File: config.mk
export PLATFORM = sky130hd
export DESIGN_NAME = uart_rx_param_flat
export DESIGN_NICKNAME = d
export VERILOG_FILES = /design/src/rtl/uart_pkg.sv /design/src/rtl/uart_rx_param_if.sv /design/src/rtl/uart_baud_tick.sv /design/src/rtl/uart_rx_param.sv /design/src/flat_wrapper.sv
export SDC_FILE = /design/constraint.sdc
export NUM_CORES = 1
export LEC_CHECK = 0
export CAP_MARGIN = 5
export CORE_MARGIN = 4
export CORE_UTILIZATION = 56
export CTS_BUF_LIST = sky130_fd_sc_hd__clkbuf_16
export CTS_CLUSTER_DIAMETER = 50
export DETAILED_ROUTE_END_ITERATION = 10
export PLACE_DENSITY = 0.78
export SYNTH_ARGS = -nofsm -noshare
export SYNTH_HDL_FRONTEND = slang
export SYNTH_HIERARCHICAL = 1
export SYNTH_SLANG_ARGS = --single-unit
File: constraint.sdc
create_clock -name Clock -period 3.6 [get_ports Clock]
set_clock_uncertainty 0.15 [all_clocks]
set_input_delay 0.54 -clock Clock [delete_from_list [all_inputs] [get_ports Clock]]
set_output_delay 0.54 -clock Clock [all_outputs]
set_load 0.02 [all_outputs]
File: src/rtl/uart_pkg.sv
// Shared UART definitions: receiver FSM states and baud constants.
// Baud constants assume a 100 MHz system clock.
package uart_pkg;

  typedef enum logic [2:0] {
    IDLE,
    START,
    DATA,
    PARITY,
    STOP
  } rx_state_t;

  localparam int unsigned CLK_HZ    = 100_000_000;
  localparam int unsigned BIT_IDX_W = 4;

  function automatic int unsigned clks_per_bit(
    input int unsigned clk_hz,
    input int unsigned baud
  );
    return clk_hz / baud;
  endfunction

  localparam int unsigned CPB_115200 =
    clks_per_bit(CLK_HZ, 115200);
  localparam int unsigned CPB_57600 =
    clks_per_bit(CLK_HZ, 57600);
  localparam int unsigned CPB_9600 =
    clks_per_bit(CLK_HZ, 9600);

endpackage

File: src/rtl/uart_rx_param_if.sv
// Receiver bus: serial input plus the valid/ready output buffer.
// master = receiver side, slave = line driver / consumer side.
interface uart_rx_param_if #(
  parameter int DATA_BITS = 8
);

  logic                 DATA_IN;
  logic                 DATA_READY;
  logic [DATA_BITS-1:0] DATA_OUT;
  logic                 DATA_VALID;
  logic                 PARITY_ERR;
  logic                 FRAME_ERR;
  logic                 OVERRUN;
  logic                 CTS;
  logic                 BUSY;

  modport master (
    input  DATA_IN,
    input  DATA_READY,
    output DATA_OUT,
    output DATA_VALID,
    output PARITY_ERR,
    output FRAME_ERR,
    output OVERRUN,
    output CTS,
    output BUSY
  );

  modport slave (
    output DATA_IN,
    output DATA_READY,
    input  DATA_OUT,
    input  DATA_VALID,
    input  PARITY_ERR,
    input  FRAME_ERR,
    input  OVERRUN,
    input  CTS,
    input  BUSY
  );

endinterface

File: src/rtl/uart_baud_tick.sv
// Bit-phase counter: pulses at mid-bit (mid=1) or full-bit,
// wrapping to zero on each pulse.
module uart_baud_tick #(
  parameter int CLKS_PER_BIT = 868
) (
  input  logic Clock,
  input  logic Reset,
  input  logic clear,
  input  logic enable,
  input  logic mid,
  output logic tick
);

  localparam int CW = $clog2(CLKS_PER_BIT);
  localparam logic [CW-1:0] FULL_M1 =
    CW'(CLKS_PER_BIT - 1);
  localparam logic [CW-1:0] HALF_M1 =
    CW'(CLKS_PER_BIT / 2 - 1);

  logic [CW-1:0] cnt;

  assign tick = enable &&
    (cnt == (mid ? HALF_M1 : FULL_M1));

  always_ff @(posedge Clock or posedge Reset) begin
    if (Reset)
      cnt <= '0;
    else if (clear || tick)
      cnt <= '0;
    else if (enable)
      cnt <= cnt + 1'b1;
  end

endmodule

File: src/rtl/uart_rx_param.sv
// Parameterised UART receiver with a one-frame output buffer,
// parity/framing error flags and overrun detection.
module uart_rx_param
  import uart_pkg::*;
#(
  parameter int CLKS_PER_BIT = 868,
  parameter int DATA_BITS    = 8,
  parameter int PARITY_EN    = 0,
  parameter int PARITY_ODD   = 0,
  parameter int STOP_BITS    = 1,
  parameter int MSB_FIRST    = 0
) (
  input logic             Clock,
  input logic             Reset,
  uart_rx_param_if.master bus
);

  localparam logic [BIT_IDX_W-1:0] LAST_DATA =
    BIT_IDX_W'(DATA_BITS - 1);
  localparam logic [BIT_IDX_W-1:0] LAST_STOP =
    BIT_IDX_W'(STOP_BITS - 1);
  localparam logic PAR_EN  = (PARITY_EN != 0);
  localparam logic PAR_ODD = (PARITY_ODD != 0);

  rx_state_t state, state_nxt;

  logic                 sync_1, sync_2, line;
  logic                 tick;
  logic [BIT_IDX_W-1:0] bit_idx;
  logic [DATA_BITS-1:0] shreg, shreg_nxt;
  logic                 par_acc, ferr_acc;
  logic                 armed, done;
  logic                 last_data, last_stop;
  logic [DATA_BITS-1:0] data_q;
  logic                 valid_q, perr_q, ferr_q, ovr_q;

  always_ff @(posedge Clock or posedge Reset) begin
    if (Reset) begin
      sync_1 <= 1'b1;
      sync_2 <= 1'b1;
    end else begin
      sync_1 <= bus.DATA_IN;
      sync_2 <= sync_1;
    end
  end

  assign line = sync_2;

  uart_baud_tick #(
    .CLKS_PER_BIT(CLKS_PER_BIT)
  ) u_tick (
    .Clock (Clock),
    .Reset (Reset),
    .clear (state == IDLE),
    .enable(state != IDLE),
    .mid   (state == START),
    .tick  (tick)
  );

  assign last_data = (bit_idx == LAST_DATA);
  assign last_stop = (bit_idx == LAST_STOP);

  always_ff @(posedge Clock or posedge Reset) begin
    if (Reset)
      state <= IDLE;
    else
      state <= state_nxt;
  end

  // armed blocks a held-low line from re-triggering a frame
  always_comb begin
    state_nxt = state;
    unique case (state)
      IDLE:
        if (armed && !line) state_nxt = START;
      START:
        if (tick) state_nxt = line ? IDLE : DATA;
      DATA:
        if (tick && last_data)
          state_nxt = PAR_EN ? PARITY : STOP;
      PARITY:
        if (tick) state_nxt = STOP;
      STOP:
        if (tick && last_stop) state_nxt = IDLE;
      default:
        state_nxt = IDLE;
    endcase
  end

  always_comb begin
    shreg_nxt = {line, shreg[DATA_BITS-1:1]};
    if (MSB_FIRST != 0)
      shreg_nxt = {shreg[DATA_BITS-2:0], line};
  end

  always_ff @(posedge Clock or posedge Reset) begin
    if (Reset) begin
      bit_idx  <= '0;
      shreg    <= '0;
      par_acc  <= 1'b0;
      ferr_acc <= 1'b0;
      armed    <= 1'b1;
      done     <= 1'b0;
    end else begin
      done <= (state == STOP) && tick && last_stop;
      if (state == IDLE && line)
        armed <= 1'b1;
      if (state == START && tick) begin
        bit_idx  <= '0;
        par_acc  <= 1'b0;
        ferr_acc <= 1'b0;
      end
      if (state == DATA && tick) begin
        shreg   <= shreg_nxt;
        par_acc <= par_acc ^ line;
        bit_idx <= last_data ? '0 : bit_idx + 1'b1;
      end
      if (state == PARITY && tick)
        par_acc <= par_acc ^ line;
      if (state == STOP && tick) begin
        ferr_acc <= ferr_acc | ~line;
        bit_idx  <= bit_idx + 1'b1;
        if (last_stop)
          armed <= 1'b0;
      end
    end
  end

  // a completed frame loads only into an empty or draining buffer
  always_ff @(posedge Clock or posedge Reset) begin
    if (Reset) begin
      data_q  <= '0;
      valid_q <= 1'b0;
      perr_q  <= 1'b0;
      ferr_q  <= 1'b0;
      ovr_q   <= 1'b0;
    end else begin
      ovr_q <= 1'b0;
      if (done) begin
        if (!valid_q || bus.DATA_READY) begin
          data_q  <= shreg;
          perr_q  <= PAR_EN && (par_acc ^ PAR_ODD);
          ferr_q  <= ferr_acc;
          valid_q <= 1'b1;
        end else begin
          ovr_q <= 1'b1;
        end
      end else if (valid_q && bus.DATA_READY) begin
        valid_q <= 1'b0;
        perr_q  <= 1'b0;
        ferr_q  <= 1'b0;
      end
    end
  end

  assign bus.DATA_OUT   = data_q;
  assign bus.DATA_VALID = valid_q;
  assign bus.PARITY_ERR = perr_q;
  assign bus.FRAME_ERR  = ferr_q;
  assign bus.OVERRUN    = ovr_q;
  assign bus.CTS        = ~valid_q;
  assign bus.BUSY       = (state != IDLE);

endmodule
File: src/flat_wrapper.sv
// flat-port wrapper written by rule: the top's interface ports become plain ports
module uart_rx_param_flat import uart_pkg::*;
#(
  parameter int CLKS_PER_BIT = 868,
  parameter int DATA_BITS    = 8,
  parameter int PARITY_EN    = 0,
  parameter int PARITY_ODD   = 0,
  parameter int STOP_BITS    = 1,
  parameter int MSB_FIRST    = 0
)
  (Clock, Reset, bus_DATA_IN, bus_DATA_READY, bus_DATA_OUT, bus_DATA_VALID, bus_PARITY_ERR, bus_FRAME_ERR, bus_OVERRUN, bus_CTS, bus_BUSY);
  uart_rx_param_if #(.DATA_BITS(DATA_BITS)) bus_i ();
  input logic Clock;
  input logic Reset;
  input wire logic [$bits(bus_i.DATA_IN)-1:0] bus_DATA_IN;
  input wire logic [$bits(bus_i.DATA_READY)-1:0] bus_DATA_READY;
  output wire logic [$bits(bus_i.DATA_OUT)-1:0] bus_DATA_OUT;
  output wire logic [$bits(bus_i.DATA_VALID)-1:0] bus_DATA_VALID;
  output wire logic [$bits(bus_i.PARITY_ERR)-1:0] bus_PARITY_ERR;
  output wire logic [$bits(bus_i.FRAME_ERR)-1:0] bus_FRAME_ERR;
  output wire logic [$bits(bus_i.OVERRUN)-1:0] bus_OVERRUN;
  output wire logic [$bits(bus_i.CTS)-1:0] bus_CTS;
  output wire logic [$bits(bus_i.BUSY)-1:0] bus_BUSY;
  assign bus_i.DATA_IN = bus_DATA_IN;
  assign bus_i.DATA_READY = bus_DATA_READY;
  assign bus_DATA_OUT = bus_i.DATA_OUT;
  assign bus_DATA_VALID = bus_i.DATA_VALID;
  assign bus_PARITY_ERR = bus_i.PARITY_ERR;
  assign bus_FRAME_ERR = bus_i.FRAME_ERR;
  assign bus_OVERRUN = bus_i.OVERRUN;
  assign bus_CTS = bus_i.CTS;
  assign bus_BUSY = bus_i.BUSY;
  uart_rx_param #(.CLKS_PER_BIT(CLKS_PER_BIT), .DATA_BITS(DATA_BITS), .PARITY_EN(PARITY_EN), .PARITY_ODD(PARITY_ODD), .STOP_BITS(STOP_BITS), .MSB_FIRST(MSB_FIRST)) u_core (.Clock(Clock), .Reset(Reset), .bus(bus_i));
endmodule
==> impl_metrics.tcl <==
set metrics [dict create \
    dieArea_mm2 0.00461 \
    rr_endpoint "u_core/shreg[6]$_DFFE_PP0P_" \
    hold_buffers 0 \
    maxCapViolations 0 \
    gpl.final_weighted_congestion 0.887 \
    vias 1309 \
    grt_usage_pct 17.9 \
    finalNetCount 194 \
    place_ws_ns 0.641 \
    num_antenna_cells 0 \
    route.antenna.remaining_nets 0 \
    yosysTopAreaCell "sky130_fd_sc_hd__dfrtp_1" \
    clk_latency_ns 0.28 \
    tritoncts "built" \
    synth.distinct_cells 51 \
    count_of_filler_cells_inserted_in_the_layout 224 \
    post_synth_inst_count 167 \
    timing.critical_path.arrival_ns 3.01 \
    edff_count_synth 0 \
    synth_sequential_area_ratio_pct 51.2 \
    async_reset_ff_share_pct 100 \
    critPathLaunchType "flop" \
    rsz0062_at_grt "no" \
    layout-drive-gt1-share_pct 11.7 \
    synth_top_area_cells "sky130_fd_sc_hd__dfrtp_1 47%, sky130_fd_sc_hd__mux2_1 9.0%, sky130_fd_sc_hd__dfstp_2 3.9%" \
    layout_worst_path_cycle_share_pct 83.5 \
    pin_count_of_the_biggest_net_entering_global_routing 31 \
    cts-buffers-inserted 5 \
    final_critical_path_setup_slack_ns 0.594 \
    final_period_minus_worst_setup_slack_ns 3.01 \
    warnings_from_yosys 6 \
    areaGrowthSynthToFinish_pct 18.3 \
    holdCritStartpoint "u_core/sync_1$_DFF_PP1_" \
    drc_errors 0 \
    fmax_ghz 0.333 \
    leakage_nw 1.04 \
    fin_max_slew_vios 0 \
    fin_util_pct 70.2 \
    synth_top_area_share_pct 47.3 \
    initial_core_utilization_pct 59.3 \
    synth.net_count 174 \
    drt-total-wl_mm 3.49 \
    clock-sinks 41 \
    cp-end-kind "flop" \
    overall_overflow_remaining_after_global_route 0 \
    first_pass_detailed_route_iteration_total 4 \
    r2r.worst_path.cells 10 \
    synthesis.area_per_instance_um2 12.0 \
    floorplan.die.width_um 67.9 \
    timing.final.hold_violations 0 \
    die-height_um 67.9 \
    drt-initial-drc-count 64 \
    core_area_mm2 0.00339 \
    launch_instance_of_the_worst_register_to_register_path "u_core/state[0]$_DFFE_PP0P_" \
    outcome "complete, no violations" \
    finalSetupTns_ns 0 \
    clock_tree.buffer_depth 2 \
    critical_path.max_fanout 14 \
    via_count_of_the_first_global_routing_pass 1276 \
    clk_transition_reported_paths_ns 0.06 \
    io_buffer_count 16 \
    fin_worst_hold_slack_ns 0.208 \
    global_route_wire_length_before_repair_mm 5.94 \
    drt-vias-per-instance 5.59 \
    pd_cells_mw_per_mm2 461 \
    r2r_setup_slack_ns 0.59 \
    rows 21 \
    resized_gates_after_cts 0 \
    crit_path_start "u_core/state[0]$_DFFE_PP0P_" \
    ir_drop_v 0.000271 \
    postSynthRegisterBits 41 \
    ys_dominant_reg_cell "sky130_fd_sc_hd__dfrtp_1" \
    holdCritPathClass "reg2reg" \
    hpwlAfterDp_mm 2.40 \
    initial_antenna_violation_count 0 \
    detail_route.wl_per_cell_um 14.9 \
    timing.critical_path.to "u_core/shreg[6]$_DFFE_PP0P_" \
    crit_path_class "reg2reg" \
    synth_area_mm2 0.00201 \
    setup_violations 0 \
    critical_path_required_ns 3.61 \
    cts.repair_timing.setup_buffer_count 0 \
    floorplan.io_pins 18 \
    cts_root_buf "sky130_fd_sc_hd__clkbuf_16" \
    clock_tree.htree_level_count 2 \
]
-- cell usage in the layout (no fill, tap or decap), drive strengths merged, types with 5 or more instances in the layout --
master         instances
mux2                  17
nand2                 10
inv                    9
dfrtp                 38
a221oi                 5
buf                    5
clkbuf                 5
clkdlybuf4s50         16
nand2b                 5
o21ai                  5
-- routing by layer --
layer	track usage, %	share of wire, %	vias to the layer above
met5	0	0	-
met4	7.44	1.6	0
met1	22.8	46	607
met2	27.7	47	41
met3	6.40	4.5	6
li1	-	-	655
-- where the power goes --
part,internal [mW],switching [mW]
clock network,0.250,0.162
logic,0.0637,0.0671
registers,0.493,0.0596
-- sequential cells by signal (all words and copies together) (netlist names) --
name	count
u_core/line	1
u_core/sync_1	1
u_core/bus.DATA_OUT	8
u_core/bus.FRAME_ERR	1
u_core/bus.OVERRUN	1
u_core/state	3
u_core/bus.DATA_VALID	1
u_core/ferr_acc	1
u_core/shreg	8
u_core/u_tick/cnt	10
u_core/armed	1
u_core/bit_idx	4
u_core/done	1
-- final cells by class --
class                           count  area [um^2]  share of cell area (%)
Clock inverter                      3         12.5                   0.526
Timing Repair Buffer               21          218                    9.15
Inverter                            9         33.8                    1.42
Tap cell                           46         57.6                    2.42
Clock buffer                        5          125                    5.26
Sequential cell                    41         1030                    43.3
Multi-Input combinational cell    109          902                    37.9
-- cells by family (layout without fill, tap and decap cells) --
logic type	Yosys count	count (layout)	synth area share, %
other cells	1	1	0.187
fa+ha+maj	3	3	1.87
compound gates	30	30	12.4
buf+inv	17	38	3.92
xor+xnor	6	6	2.61
flops	41	41	51.2
mux	19	19	10.5
simple gates	50	50	17.3
-- synthesized netlist by cell type, types with 2 or more instances --
cell                       count
sky130_fd_sc_hd__or4bb_1       2
sky130_fd_sc_hd__o21ai_0       4
sky130_fd_sc_hd__xor2_1        4
sky130_fd_sc_hd__inv_1         9
sky130_fd_sc_hd__and4bb_1      2
sky130_fd_sc_hd__buf_2         2
sky130_fd_sc_hd__dfrtp_1      38
sky130_fd_sc_hd__nor4b_1       2
sky130_fd_sc_hd__or4_1         2
sky130_fd_sc_hd__clkbuf_1      3
sky130_fd_sc_hd__nand3_1       4
sky130_fd_sc_hd__a211oi_1      4
sky130_fd_sc_hd__a22o_1        2
sky130_fd_sc_hd__mux2_1       16
sky130_fd_sc_hd__a221oi_1      4
sky130_fd_sc_hd__a21oi_1       4
sky130_fd_sc_hd__o31ai_1       2
sky130_fd_sc_hd__ha_1          3
sky130_fd_sc_hd__xnor2_1       2
sky130_fd_sc_hd__mux2i_1       2
sky130_fd_sc_hd__nor4bb_1      2
sky130_fd_sc_hd__nor2_1        4
sky130_fd_sc_hd__nand2b_1      5
sky130_fd_sc_hd__nand3b_1      3
sky130_fd_sc_hd__nand2_1      10
sky130_fd_sc_hd__or3_1         3
sky130_fd_sc_hd__dfstp_2       3
sky130_fd_sc_hd__nand4_1       3
-- stage by stage --
step | cell area [um^2] | instances | total power [mW]
floorplan | 2010 | 167 | 0.650
global placement | 2210 | 225 | 0.681
detailed placement | 2210 | 225 | 0.687
CTS | 2350 | 233 | 1.11
global route | 2380 | 234 | 1.15
finish | 2380 | 234 | 1.10
-- worst min-delay path by stage --
stage                             to  cells after the start
2_1_floorplan  u_core/line$_DFF_PP1_                      0
3_3_place_gp   u_core/line$_DFF_PP1_                      0
3_5_place_dp   u_core/line$_DFF_PP1_                      0
4_1_cts        u_core/line$_DFF_PP1_                      0
5_1_grt        u_core/line$_DFF_PP1_                      0
6_report       u_core/line$_DFF_PP1_                      0
-- critical path, cell delays in order (launching register included) --
cell	delay, ns
sky130_fd_sc_hd__dfrtp_1	0.58
sky130_fd_sc_hd__nor3_1	0.10
sky130_fd_sc_hd__buf_4	0.19
sky130_fd_sc_hd__inv_1	0.23
sky130_fd_sc_hd__nand4b_1	0.15
sky130_fd_sc_hd__nor3b_2	0.17
sky130_fd_sc_hd__buf_4	0.19
sky130_fd_sc_hd__and2_1	0.28
sky130_fd_sc_hd__nor4bb_2	0.26
sky130_fd_sc_hd__buf_4	0.23
sky130_fd_sc_hd__mux2_1	0.35
No activity file was read; power rests on OpenSTA's default activity.
